===== src/rtl/io_port_buffer.sv =====
// io_port_buffer: buffered I/O port between the processor memory stage and the
// outside world. Stores are queued in an output FIFO drained over valid/ready;
// external words are queued in an input FIFO consumed by processor loads.
// The pipeline is stalled when a store meets a full output FIFO or a load
// meets an empty input FIFO. Both FIFOs are show-ahead (head visible without
// a read strobe); full/empty decisions use the registered occupancy only.
module io_port_buffer #(
  parameter int WIDTH     = 16,
  parameter int OUT_DEPTH = 4,
  parameter int IN_DEPTH  = 4
) (
  input  logic                        clock,
  input  logic                        rst,
  input  logic                        cpu_write,
  input  logic [WIDTH-1:0]            cpu_wdata,
  input  logic                        cpu_read,
  output logic [WIDTH-1:0]            cpu_rdata,
  output logic                        io_stall,
  output logic [WIDTH-1:0]            out_data,
  output logic                        out_valid,
  input  logic                        out_ready,
  input  logic [WIDTH-1:0]            in_data,
  input  logic                        in_valid,
  output logic                        in_ready,
  output logic [$clog2(OUT_DEPTH):0]  out_count,
  output logic [$clog2(IN_DEPTH):0]   in_count
);

  localparam int OAW = $clog2(OUT_DEPTH);
  localparam int IAW = $clog2(IN_DEPTH);
  localparam int OCW = OAW + 1;
  localparam int ICW = IAW + 1;

  localparam logic [OCW-1:0] OUT_FULL_CNT = OCW'(OUT_DEPTH);
  localparam logic [ICW-1:0] IN_FULL_CNT  = ICW'(IN_DEPTH);
  localparam logic [OAW-1:0] OUT_PTR_ONE  = OAW'(1);
  localparam logic [IAW-1:0] IN_PTR_ONE   = IAW'(1);
  localparam logic [OCW-1:0] OUT_CNT_ONE  = OCW'(1);
  localparam logic [ICW-1:0] IN_CNT_ONE   = ICW'(1);

  // Storage (contents are don't-care after reset, so no reset on these)
  logic [WIDTH-1:0] out_mem [OUT_DEPTH];
  logic [WIDTH-1:0] in_mem  [IN_DEPTH];

  // Pointers
  logic [OAW-1:0] out_wr_ptr;
  logic [OAW-1:0] out_rd_ptr;
  logic [IAW-1:0] in_wr_ptr;
  logic [IAW-1:0] in_rd_ptr;

  // Status flags derived from registered counts
  logic out_full;
  logic out_empty;
  logic in_full;
  logic in_empty;

  // Per-cycle transfer strobes
  logic out_push;
  logic out_pop;
  logic in_push;
  logic in_pop;

  // Flags, handshake outputs and processor-side strobes. A stall on either
  // processor op blocks both processor-side transfers; external handshakes
  // are independent of the stall.
  always_comb begin
    out_full  = (out_count == OUT_FULL_CNT);
    out_empty = (out_count == '0);
    in_full   = (in_count == IN_FULL_CNT);
    in_empty  = (in_count == '0);

    io_stall  = (cpu_write && out_full) || (cpu_read && in_empty);

    out_valid = !out_empty;
    in_ready  = !in_full;

    out_push  = cpu_write && !out_full && !io_stall;
    in_pop    = cpu_read  && !in_empty && !io_stall;
    out_pop   = out_valid && out_ready;
    in_push   = in_valid  && in_ready;

    out_data  = out_empty ? '0 : out_mem[out_rd_ptr];
    cpu_rdata = in_empty  ? '0 : in_mem[in_rd_ptr];
  end

  // Storage writes: one register per entry, enabled when the write pointer
  // selects it.
  generate
    for (genvar gi = 0; gi < OUT_DEPTH; gi++) begin : g_out_mem
      // Capture store data into output entry gi
      always_ff @(posedge clock) begin
        if (out_push && (out_wr_ptr == OAW'(gi))) begin
          out_mem[gi] <= cpu_wdata;
        end
      end
    end
    for (genvar gi = 0; gi < IN_DEPTH; gi++) begin : g_in_mem
      // Capture external input data into input entry gi
      always_ff @(posedge clock) begin
        if (in_push && (in_wr_ptr == IAW'(gi))) begin
          in_mem[gi] <= in_data;
        end
      end
    end
  endgenerate

  // Output FIFO pointers and occupancy; pointers wrap modulo the power-of-2 depth
  always_ff @(posedge clock or negedge rst) begin
    if (!rst) begin
      out_wr_ptr <= '0;
      out_rd_ptr <= '0;
      out_count  <= '0;
    end else begin
      if (out_push) out_wr_ptr <= out_wr_ptr + OUT_PTR_ONE;
      if (out_pop)  out_rd_ptr <= out_rd_ptr + OUT_PTR_ONE;
      case ({out_push, out_pop})
        2'b10:   out_count <= out_count + OUT_CNT_ONE;
        2'b01:   out_count <= out_count - OUT_CNT_ONE;
        default: out_count <= out_count;
      endcase
    end
  end

  // Input FIFO pointers and occupancy; pointers wrap modulo the power-of-2 depth
  always_ff @(posedge clock or negedge rst) begin
    if (!rst) begin
      in_wr_ptr <= '0;
      in_rd_ptr <= '0;
      in_count  <= '0;
    end else begin
      if (in_push) in_wr_ptr <= in_wr_ptr + IN_PTR_ONE;
      if (in_pop)  in_rd_ptr <= in_rd_ptr + IN_PTR_ONE;
      case ({in_push, in_pop})
        2'b10:   in_count <= in_count + IN_CNT_ONE;
        2'b01:   in_count <= in_count - IN_CNT_ONE;
        default: in_count <= in_count;
      endcase
    end
  end

endmodule

===== config.mk =====
export PLATFORM = sky130hd
export DESIGN_NAME = io_port_buffer
export DESIGN_NICKNAME = d
export VERILOG_FILES = /design/src/rtl/io_port_buffer.sv
export SDC_FILE = /design/constraint.sdc
export NUM_CORES = 1
export LEC_CHECK = 0
export ABC_AREA = 1
export CORE_AREA = 2 2 114 116
export CTS_BUF_LIST = sky130_fd_sc_hd__clkbuf_16
export CTS_CLUSTER_DIAMETER = 60
export CTS_CLUSTER_SIZE = 8
export DETAILED_ROUTE_END_ITERATION = 12
export DIE_AREA = 0 0 116 118
export GPL_TIMING_DRIVEN = 1
export PLACE_DENSITY = 0.75
export SLEW_MARGIN = 20
export SYNTH_ARGS = -nofsm -noshare
export SYNTH_HDL_FRONTEND = slang
export SYNTH_SLANG_ARGS = --single-unit

===== constraint.sdc =====
create_clock -name clock -period 1.85 [get_ports clock]
set_clock_uncertainty 0.1 [all_clocks]
set_input_delay 0.2775 -clock clock [delete_from_list [all_inputs] [get_ports clock]]
set_output_delay 0.2775 -clock clock [all_outputs]
set_load 0.02 [all_outputs]

==> flow_summary.ini <==
[clocking]
cts_max_path_buffers = 2
clock-root-buffer = clkbuf_16
clk_latency_ps = 420
cts_tree = yes
cts_buffers = 17
clk_pin_slew_ps = 60
cts.sinks = 142
htreeDepth = 4

[die]
rows = 41
die-area_sq_mm = 0.0137
ios = 79
die_w_um = 116
die_h_um = 118
core_sq_mm = 0.0124
start_util = 0.489

[pwr]
p_clk_frac = 0.209
power_frac_comb = 0.500
p_sw_frac = 0.378
p_leak_uw = 0.00344
power.internal_uw = 9910
peakVddDrop_v = 0.00133
seqPwrFrac = 0.291
p_per_area_mw_per_mm2 = 1850
total_power_uw = 15900
power.switching_uw = 6020

[synthesis]
synth.distinct_cells = 27
netlist.area_leader.share = 0.634
synth_top_area_cell = edfxtp_1
synth_area_leaders = edfxtp_1 63%, nand2_1 9.1%, dfrtp_1 5.8%
synth_ff_type = edfxtp_1
synth-edff-count = 128
yosysMostFrequentCell = nand2_1
syn_area_sq_mm = 0.00606
synth.net_count = 570
avgSynthCellArea_sq_um = 11.7
synth_common_cells = 147 x nand2_1, 128 x edfxtp_1, 72 x nor2_1
yosysWarnings = 0
ys_seq_area_frac = 0.692
ys_ff_latch = 142
async_flop_share = 0.0986
syn_inst = 520

[layout]
ff_latch_area_sq_mm = 0.00420
fillers = 873
drive_gt1_frac = 0.352
area_growth_pct = 41.7
finish.utilization = 0.692
layout.nets = 730
multi_input_area_sq_mm = 0.00181
antennaDiodeCount = 0
layoutNonFillerInstCount = 865
stdcell_area_sq_mm = 0.00859

[grt]
grt_pass1_vias = 4620
grt_pass1_wl_um = 22100
grt_overflow = 0
antenna_found_initial = 0
grt.total_usage = 0.215
grt_start_max_net_pins = 23

[setup_path]
rrSetupSlack_ps = -100
start_kind = flip-flop
worstPathMaxFanout = 9
r2r-end = out_count[2]
critPathKind = reg -> out
r2r-start = in_count[1]
worstPathRequired_ps = 1470
reg2reg_depth = 10
worstPathArrival_ps = 1700
endpoint_kind = primary output

[detailed_routing]
vias = 4322
drtIter0Drc = 291
routedWlPerCell_um = 15.9
vias_per_cell = 5.00
ant_nets = 0
dr.pass1.iters = 5
drt-total-wl_um = 13800
drc = 0

[place]
gp_congestion = 0.796
port_buffers = 78
dpl_cell_area_sq_mm = 0.00751
dp_hpwl_um = 8010
placed_cells = 802

[timing]
period_share = 1.12
worstMarginPinSlew_ps = 328
tns_ps = -6160
finalHoldViolCount = 0
max_freq_ghz = 0.481
rsz0062_at_grt = yes
timing.final.crit_period_ps = 2080
setup_viol = 36
slew_violations = 0
relSlewSlack = 0.781
worst_slack_ps = -228

[outcome]
violations = setup timing
status = complete, but fails checks

[run]
drv_cap = 0

[hold_path]
hp-class = in -> async
-- cell families (layout without fill, tap and decap cells) --
logic type               count (synthesis)  after routing  share of synthesized area
AND/OR/NAND/NOR                        235            235                      0.154
flip-flops                             142            142                      0.692
XOR/XNOR                                 8              8                     0.0116
adder cells (fa/ha/maj)                 12             12                     0.0272
buffers and inverters                   53            226                     0.0551
AO/OA/AOI/OAI                           70             70                     0.0604
-- routing by layer --
metal,up-vias,wire (um),track usage
met2,124,7650,0.394
met1,2102,5140,0.232
met3,23,732,0.0551
met5,-,0,0
met4,0,240,0.0871
li1,2073,-,-
-- layout make-up --
cell class,count,share of cell area
Clock buffer,17,0.0495
Multi-Input combinational cell,325,0.210
Sequential cell,142,0.489
Clock inverter,15,0.0185
Inverter,31,0.0156
Tap cell,172,0.0250
Timing Repair inverter,4,0.00408
Timing Repair Buffer,159,0.188
-- stage by stage --
step	setup slack, ps	hold slack [ps]
floorplan	-127	-118
global placement	-305	413
CTS	-229	64.3
global route	-317	75.7
detailed placement	-386	428
finish	-228	67.3
-- registers in the layout, summed over array words and instances (netlist names) --
name	cells
in_count	3
out_mem	64
in_mem	64
out_wr_ptr	2
out_count	3
out_rd_ptr	2
in_wr_ptr	2
in_rd_ptr	2
-- placed cells by master, fill, tap and decap left out, types with 3 or more instances in the layout --
cell	netlist	final
edfxtp_1	128	128
nand2_1	147	126
buf_4	4	66
nor2_1	72	54
clkdlybuf4s50_1	0	37
o21ai_1	28	29
buf_6	14	29
inv_1	25	21
nand2_2	3	20
a21oi_2	3	18
clkbuf_16	0	18
nor2_2	1	17
a21oi_1	30	15
buf_12	0	15
ha_1	10	8
dfrtp_2	0	8
inv_2	4	7
inv_6	2	6
dfrtp_1	14	6
dlygate4sd2_1	0	6
xor2_1	5	5
nand2_4	1	4
o21ai_2	0	4
nand3_1	6	4
clkinv_4	0	4
inv_8	0	3
nor2_4	1	3
nand3_4	0	3
xnor2_1	3	3
buf_2	4	3
-- repair_timing --
action / in CTS / in global routing
pin swaps: 21 / 30
gates cloned: 7 / 1
hold buffers: 0 / 0
setup buffers: 23 / 2
setup endpoints to repair: 45 / 53
gates resized for setup: 237 / 58
-- worst max-delay path by stage --
stage	startpoint	endpoint	slack, ps	cells after the start
after floorplan	in_count[2]	out_mem[0][0]	-130	4
after global placement	cpu_read	out_count[2]	-310	9
after detailed placement	cpu_read	out_count[2]	-390	10
after CTS	in_rd_ptr[0]	cpu_rdata[0]	-230	7
after global routing	in_rd_ptr[0]	cpu_rdata[12]	-320	7
final	in_rd_ptr[0]	cpu_rdata[3]	-230	7
-- worst max-delay path, stage by stage (launching register included) --
cell     delay (ps)
dfrtp_2         480
buf_6           170
inv_8            80
nand2_1          50
nand2_1         100
nand2_2          80
a21oi_2         180
buf_6           140
-- power by group through the flow --
stage	logic, uW	clock network (uW)	registers, uW
after floorplan	3890	0	4670
after global placement	6670	0	4590
after detailed placement	6850	0	4630
after CTS	7550	3380	4610
after global routing	8630	3530	4700
final	7960	3330	4640
Power figures use the tool's default switching activity.
